`config.mk`:
```
export PLATFORM = sky130hd
export DESIGN_NAME = mult_share_arbiter
export DESIGN_NICKNAME = d
export VERILOG_FILES = /design/src/rtl/mult_share_arbiter.sv
export SDC_FILE = /design/constraint.sdc
export NUM_CORES = 1
export LEC_CHECK = 0
export CORE_AREA = 2 2 179 181
export CTS_CLUSTER_DIAMETER = 120
export CTS_CLUSTER_SIZE = 24
export DETAILED_ROUTE_END_ITERATION = 12
export DIE_AREA = 0 0 181 183
export PLACE_DENSITY_LB_ADDON = 0.1
export SYNTH_ARGS = -nofsm -noshare
export SYNTH_HDL_FRONTEND = slang
export SYNTH_SLANG_ARGS = --single-unit
```
`constraint.sdc`:
```
create_clock -name clk -period 1.8 [get_ports clk]
set_clock_uncertainty 0.2 [all_clocks]
set_input_delay 0.36 -clock clk [delete_from_list [all_inputs] [get_ports clk]]
set_output_delay 0.36 -clock clk [all_outputs]
set_load 0.05 [all_outputs]
```
`src/rtl/mult_share_arbiter.sv`:
```
// Round-robin arbiter/sequencer that shares one sequential signed
// multiplier among NREQ requesters.  The winner's operands are latched at
// grant, the multiplier gets a one-cycle start, and the product is returned
// to the winner with a one-cycle done pulse.
module mult_share_arbiter #(
  parameter int unsigned NB   = 32,
  parameter int unsigned NREQ = 4,
  parameter int unsigned TMO  = NB + 4
) (
  input  logic                   clk,
  input  logic                   rst,
  input  logic [NREQ-1:0]        req,
  input  logic [NREQ*NB-1:0]     req_a,
  input  logic [NREQ*NB-1:0]     req_b,
  output logic [NREQ-1:0]        gnt,
  output logic [NREQ-1:0]        done,
  output logic [2*NB-1:0]        result,
  output logic                   busy,
  output logic                   err,
  output logic                   mul_start,
  output logic [NB-1:0]          mul_a,
  output logic [NB-1:0]          mul_b,
  input  logic [2*NB-1:0]        mul_product,
  input  logic                   mul_ready
);

  localparam int unsigned PW = $clog2(NREQ);
  localparam int unsigned TW = $clog2(TMO + 1);

  typedef enum logic [1:0] {
    S_IDLE,
    S_START,
    S_WAIT,
    S_DONE
  } state_t;

  state_t          state, state_nxt;
  logic [PW-1:0]   ptr;
  logic [PW-1:0]   cand;
  logic [PW-1:0]   win_idx;
  logic            win_found;
  logic [NREQ-1:0] win_oh;
  logic [TW-1:0]   tmo_cnt;
  logic            tmo_hit;

  assign busy    = (state != S_IDLE);
  assign tmo_hit = (tmo_cnt == TW'(TMO - 1));

  // Round-robin pick: first set request scanning upward from ptr+1 with wrap.
  always_comb begin
    win_found = 1'b0;
    win_idx   = '0;
    cand      = '0;
    for (int unsigned k = 1; k <= NREQ; k++) begin
      cand = PW'((32'(ptr) + k) % NREQ);
      if (!win_found && req[cand]) begin
        win_found = 1'b1;
        win_idx   = cand;
      end
    end
  end

  // One-hot form of the winner index.
  always_comb begin
    win_oh          = '0;
    win_oh[win_idx] = 1'b1;
  end

  // State register.
  always_ff @(posedge clk) begin
    if (rst) state <= S_IDLE;
    else     state <= state_nxt;
  end

  // Next-state logic; ready is deliberately not looked at in START since it
  // may still be high from the previous product.
  always_comb begin
    state_nxt = state;
    unique case (state)
      S_IDLE:  if (win_found) state_nxt = S_START;
      S_START: state_nxt = S_WAIT;
      S_WAIT:  if (mul_ready || tmo_hit) state_nxt = S_DONE;
      S_DONE:  state_nxt = S_IDLE;
      default: state_nxt = S_IDLE;
    endcase
  end

  // Grant, operand latch, start pulse, timeout counter and result capture.
  always_ff @(posedge clk) begin
    if (rst) begin
      gnt       <= '0;
      done      <= '0;
      result    <= '0;
      err       <= 1'b0;
      mul_start <= 1'b0;
      mul_a     <= '0;
      mul_b     <= '0;
      ptr       <= PW'(NREQ - 1);
      tmo_cnt   <= '0;
    end else begin
      unique case (state)
        S_IDLE: begin
          if (win_found) begin
            gnt       <= win_oh;
            mul_a     <= req_a[32'(win_idx)*NB +: NB];
            mul_b     <= req_b[32'(win_idx)*NB +: NB];
            mul_start <= 1'b1;
            ptr       <= win_idx;
          end
        end
        S_START: begin
          mul_start <= 1'b0;
          tmo_cnt   <= '0;
        end
        S_WAIT: begin
          if (mul_ready) begin
            result <= mul_product;
            done   <= gnt;
          end else if (tmo_hit) begin
            err    <= 1'b1;
            result <= '0;
            done   <= gnt;
          end else begin
            tmo_cnt <= tmo_cnt + 1'b1;
          end
        end
        S_DONE: begin
          gnt  <= '0;
          done <= '0;
        end
        default: ;
      endcase
    end
  end

endmodule
```
==> results of run 1 <==
## what timing repair did
item | 4_1_cts | 5_1_grt
pin swaps | 40 | 84
gates cloned | 10 | 22
endpoints found under the setup margin | 77 | 144
gates resized for setup | 100 | 171
setup buffers | 25 | 29
## metal layers
metal	GRT usage	wire [microns]	up-vias	share of wire
met1	0.255	16300	4453	0.42
li1	-	-	4606	-
met5	0	13	-	0.00033
met2	0.369	19000	355	0.49
met4	0.0836	1060	2	0.027
met3	0.0598	2700	54	0.069
## registers in the layout (all words and copies together) (netlist names)
register and count:
done 4, err 1, mul_b 32, tmo_cnt 6, mul_start 1, result 64, state 2, gnt 4
mul_a 32, ptr 2
## report_power, final
group          total [uW]  internal (uW)  leakage, uW  switching [uW]
sequential           5040           4230      0.00122             804
combinational       16700           7910      0.00532            8770
clock                3750           2010     0.000285            1730
total               25500          14200      0.00682           11300
## cells in the mapped netlist, types with 14 or more instances
cell type,n,area (sq um)
nor2_1,195,732
a22oi_1,66,495
o21ai_1,148,741
mux2i_1,66,661
dfxtp_1,148,2960
inv_1,57,214
nand2_1,59,221
buf_2,24,120
o22ai_1,14,87.6
clkbuf_1,33,124
nor3b_1,54,405
## through the flow
step	util	setup slack (ps)	area, sq um	power (uW)	hold WS [ps]
after CTS	0.499	-190	15600	24100	315
after detailed placement	0.452	-694	14100	18300	297
after global placement	0.452	-686	14100	18200	292
final	0.540	-193	16900	25500	314
after global routing	0.540	-263	16900	26800	337
after floorplan	-	-52.3	8050	12500	295
## cell families (layout without fill, tap and decap cells)
| family | after synthesis | in the layout | synth area share |
|---|---|---|---|
| xor gates and xnor gates | 2 | 2 | 0.00225 |
| and+or+nand+nor | 348 | 349 | 0.209 |
| muxes | 66 | 66 | 0.0848 |
| other | 0 | 4 | 0 |
| buffers and inverters | 137 | 717 | 0.0848 |
| DFF | 148 | 148 | 0.380 |
| adders and majority gates | 6 | 6 | 0.00964 |
| AOI/OAI and AO/OA | 290 | 290 | 0.229 |
## final timing paths
path / startpoint / to / slack (ps) / cells past startpoint
min: rst / mul_a[20]$_SDFFE_PP0P_ / 310 / 4
min reg2reg: result[39]$_SDFFE_PP0P_ / result[39]$_SDFFE_PP0P_ / 320 / 2
max: state[0]$_SDFFE_PP0P_ / busy / -190 / 6
max reg2reg: ptr[0]$_SDFFE_PP1P_ / mul_b[11]$_SDFFE_PP0P_ / -180 / 8
## worst min-delay path, delay by kind of cell
family	cells	cell delay, ps
AND/OR/NAND/NOR	1	180
buffers and inverters	1	240
AO/OA/AOI/OAI	2	130
## final cells by class
class                           count  area, sq um
Tap cell                          402          503
Antenna cell                        4         10.0
Clock inverter                     14          155
Clock buffer                       18          439
Timing Repair Buffer              628         7320
Sequential cell                   148         2970
Multi-Input combinational cell    713         5240
Fill cell                        2852        14400
Inverter                           57          218
## placed cells by master, fill, tap and decap left out, types with 4 or more instances in the layout
cell             netlist  layout
buf_16                 0       8
a221oi_2               0       9
clkbuf_16              0      33
diode_2                0       4
buf_8                  0       8
mux2i_4                0       5
o22ai_2                0       5
o22ai_1               14       9
a21oi_1               10       6
nor3b_1               54      52
dfxtp_2                0       5
clkinvlp_4             0       4
a221oi_4               0       4
or2_2                 12       5
mux2i_2                0      10
a21oi_4                0       4
buf_6                 13      29
dfxtp_1              148     142
o21ai_1              148     134
nor2_4                 0       5
nand3_1                5       5
inv_8                  0       6
or2_4                  0       7
nand2_1               59      57
nor2_1               195     188
buf_4                  5     147
clkdlybuf4s50_1        0     321
a22oi_2                0      66
mux2i_1               66      51
buf_12                 0      95
nor3_1                 6       4
o21bai_1              12       6
inv_1                 57      53
o21ai_2                0      25
==> impl_metrics.csv, run 1 <==
group,metric,value,unit
status,status,"finished with violations",
status,violations,"setup timing",
timing,drv_slew,0,
timing,finalWorstSetupSlack,-193,ps
critical_path,path_cells,"inv_2, ha_4, buf_6, clkinvlp_4, buf_6, buf_12",
global_route,grt_max_degree,41,
clock_network,clk_latency,440,ps
placed_design,portBuffers,465,
placed_design,place_inst,1873,
floorplan,io_pins,466,
clock_network,path_clk_slew,70,ps
layout,area_delta_synth_final,116,%
clock_network,htree_levels,4,
placed_design,dp_hpwl,26200,microns
detailed_routing,wl_per_cell,19.7,microns
timing,max_clock_freq,0.502,GHz
logic_synthesis,ys_types,42,
job,cap_violations,0,
power_and_ir_drop,leakage,0.00682,uW
logic_synthesis,syn-num-nets,1330,
critical_path,path_class,"reg -> out",
timing,fin_tns_setup,-10380,ps
timing,slew_headroom,0.701,
detailed_routing,vias,9470,
logic_synthesis,synth_area,7790,sq um
global_route,track_usage,0.215,
timing,finalCriticalPeriod,1990,ps
global_route,grt_pass1_wl,54500,microns
timing,finalCritPeriodShare,1.11,
critical_path,critical_path_buf_inv_count,5,
global_route,grt_overflow,0,
layout,layout-drive-gt1-share,0.338,
timing,finalHoldViolations,0,
clock_network,clockBufferDepth,2,
power_and_ir_drop,ir_worst_vdd,814,uV
clock_network,hold_buffers,0,
logic_synthesis,ys_async_sr_fraction,0,
detailed_routing,remaining_drc_errors,0,
logic_synthesis,ys.flop_type,"dfxtp_1",
floorplan,floorplan.initialDensity,0.249,
critical_path,crit_path_end_kind,"output pin",
critical_path,required,1240,ps
critical_path,cpMostUsedCell,"buf_6",
floorplan,core_area,31200,sq um
floorplan,chipWidth,181,microns
critical_path,critPathArrivalTime,1430,ps
detailed_routing,firstDrtPassIters,5,
power_and_ir_drop,p_per_area,1510,nW/um^2
clock_network,numCtsBuffers,17,
logic_synthesis,ys_warn_count,0,
layout,finalNetCount,1898,
detailed_routing,drt_iter0_markers,408,
logic_synthesis,syn_area_per_cell,7.81,sq um
critical_path,critPathSlowestCell,"dfxtp_2",
floorplan,dieArea,33100,sq um
critical_path,cpPeakStageDelay,330,ps
logic_synthesis,synth_edf_count,0,
logic_synthesis,synth_seq_area_share,0.380,
clock_network,cts.sinks,148,
global_route,antenna_found_initial,5,
floorplan,row_count,65,
critical_path,worstSetupStartpointType,"register",
timing,setup_violations,130,
floorplan,fp.dieH,183,microns
timing,worst_pin_slew,448,ps
detailed_routing,routed_wl,39100,microns
timing,rsz0062_at_grt,"yes",
detailed_routing,drt.antenna.violating_nets,0,
detailed_routing,avgViaCountPerCell,4.77,
clock_network,cts_tree,"done",
global_route,grt_pass1_vias,9351,
layout,finalNonFillerCells,1984,
critical_path,cp_max_fo,3,
critical_path,crit_family,"buffers and inverters",
placed_design,place_congestion,0.821,
clock_network,root_buffer,"clkbuf_16",
min_path,min_path_type,"in -> reg",
logic_synthesis,netlist_instances,997,
logic_synthesis,synth-seq-cells,148,
No activity file was read; power rests on OpenSTA's default activity.
==> inputs of run 2 (changes only) <==
--- a/config.mk
+++ b/config.mk
@@ -10,7 +10,6 @@
 export CTS_CLUSTER_SIZE = 24
 export DETAILED_ROUTE_END_ITERATION = 12
 export DIE_AREA = 0 0 181 183
-export PLACE_DENSITY_LB_ADDON = 0.1
 export SYNTH_ARGS = -nofsm -noshare
 export SYNTH_HDL_FRONTEND = slang
 export SYNTH_SLANG_ARGS = --single-unit
==> run 2 against run 1 <==
Effect of this change:
- the run still ends with setup timing left
- critical path depth shrank 1
- setup slack better by 51 ps
- non-clock buffer count fell by 33
- critical path type unchanged
- critical endpoint unchanged
- highest routed layer is now met4
==> impl_metrics.csv, run 2 (same netlist as run 1, synthesis figures left out) <==
group,metric,value,unit
global_route,antenna_found_initial,3,
clock_network,htree_levels,4,
timing,max_clock_freq,0.515,GHz
placed_design,dp_hpwl,25300,microns
timing,drv_slew,0,
critical_path,crit_family,"buffers and inverters",
global_route,grt_pass1_vias,9028,
power_and_ir_drop,p_switching,10800,uW
timing,worst_pin_slew,709,ps
status,status,"finished with violations",
detailed_routing,drt_iter0_markers,469,
min_path,min_path_type,"in -> reg",
critical_path,worstSetupStartpointType,"register",
status,violations,"setup timing",
layout,area_delta_synth_final,107,%
power_and_ir_drop,ir_worst_vdd,773,uV
power_and_ir_drop,pwr-share-seq,0.213,
clock_network,cts.sinks,148,
detailed_routing,firstDrtPassIters,5,
timing,setup_violations,129,
detailed_routing,remaining_drc_errors,0,
floorplan,floorplan.initialDensity,0.249,
floorplan,dieArea,33100,sq um
timing,fin_tns_setup,-10920,ps
critical_path,crit_path_end_kind,"output pin",
timing,finalCriticalPeriod,1940,ps
placed_design,portBuffers,465,
clock_network,root_buffer,"clkbuf_16",
floorplan,fp.dieH,183,microns
power_and_ir_drop,power.share.clock,0.145,
clock_network,numCtsBuffers,17,
floorplan,row_count,65,
layout,design_area,16100,sq um
power_and_ir_drop,p_per_area,1490,nW/um^2
critical_path,path_class,"reg -> out",
critical_path,critical_path_buf_inv_count,4,
clock_network,cts_tree,"done",
critical_path,path_cells,"inv_4, ha_4, clkinvlp_4, buf_6, buf_12",
floorplan,chipWidth,181,microns
timing,slew_headroom,0.528,
placed_design,placed_cell_area,14200,sq um
critical_path,cpPeakStageDelay,360,ps
layout,final_common_cell,"clkdlybuf4s50_1",
critical_path,critPathSlowestCell,"dfxtp_4",
job,cap_violations,0,
timing,finalCritPeriodShare,1.08,
power_and_ir_drop,leakage,0.00651,uW
power_and_ir_drop,power_frac_comb,0.642,
layout,layout-drive-gt1-share,0.300,
critical_path,critPathArrivalTime,1380,ps
layout,top_register,"result",
detailed_routing,vias,9265,
detailed_routing,avgViaCountPerCell,4.76,
clock_network,clockBufferDepth,2,
timing,finalWorstSetupSlack,-142,ps
floorplan,io_pins,466,
detailed_routing,routed_wl,36300,microns
timing,finalHoldViolations,0,
clock_network,path_clk_slew,70,ps
critical_path,required,1240,ps
critical_path,cp_max_fo,4,
layout,finalNetCount,1864,
layout,layout.cells.most_common_list,"321 x clkdlybuf4s50_1, 190 x nor2_1, 148 x o21ai_1",
placed_design,place_congestion,0.863,
layout,largest_reg_flops,64,
global_route,track_usage,0.201,
layout,biggestRegsByFlops,"result (64), mul_a (32), mul_b (32)",
detailed_routing,drt.antenna.violating_nets,0,
floorplan,core_area,31200,sq um
power_and_ir_drop,swShare,0.448,
global_route,grt_pass1_wl,51800,microns
global_route,grt_max_degree,54,
global_route,grt_overflow,0,
clock_network,clk_latency,410,ps
detailed_routing,wl_per_cell,18.7,microns
power_and_ir_drop,p_int,13300,uW
timing,rsz0062_at_grt,"yes",
[run 2: worst paths after layout]
kind,from,end,slack (ps),cells past startpoint
min reg2reg,result[20]$_SDFFE_PP0P_,result[20]$_SDFFE_PP0P_,320,2
max reg2reg,ptr[0]$_SDFFE_PP1P_,mul_a[25]$_SDFFE_PP0P_,-140,8
max,state[0]$_SDFFE_PP0P_,busy,-140,5
min,rst,result[58]$_SDFFE_PP0P_,300,2
[run 2: per-stage QoR]
stage	setup slack (ps)	cells	hold slack (ps)	total power [uW]	util
finish	-142	1948	301	24000	0.517
global route	-236	1948	295	25300	0.517
CTS	-158	1922	280	23100	0.489
detailed placement	-752	1871	303	18500	0.455
global placement	-720	1871	292	18400	0.455
floorplan	-52.3	997	295	12500	-
[run 2: cell type report]
| type | count | area (sq um) |
|---|---|---|
| clock inverter | 14 | 119 |
| antenna | 2 | 5.00 |
| timing repair buffer | 595 | 6930 |
| tap | 402 | 503 |
| multi-input combinational | 712 | 4950 |
| clock buffer | 18 | 439 |
| sequential | 148 | 2980 |
| inverter | 57 | 223 |
| fill | 2890 | 15100 |
[run 2: repair_timing]
item,CTS,global route
resized for setup,76,99
endpoints found under the setup margin,77,146
pin swaps,20,84
cloned,4,16
setup buffers,16,11
hold buffers,0,0
[run 2: layer usage]
| metal | track usage | vias up | share of wire |
|---|---|---|---|
| li1 | - | 4527 | - |
| met1 | 0.244 | 4339 | 0.42 |
| met2 | 0.359 | 342 | 0.49 |
| met3 | 0.0419 | 57 | 0.059 |
| met4 | 0.0608 | 0 | 0.029 |
| met5 | 0 | - | 0 |
[run 2: power groups by stage]
stage          Clock, uW  Combinational [uW]  Sequential [uW]
2_1_floorplan          0                4710             7810
3_3_place_gp           0               13300             5130
3_5_place_dp           0               13400             5140
4_1_cts             3600               14400             5090
5_1_grt             3740               16300             5230
6_report            3490               15400             5130
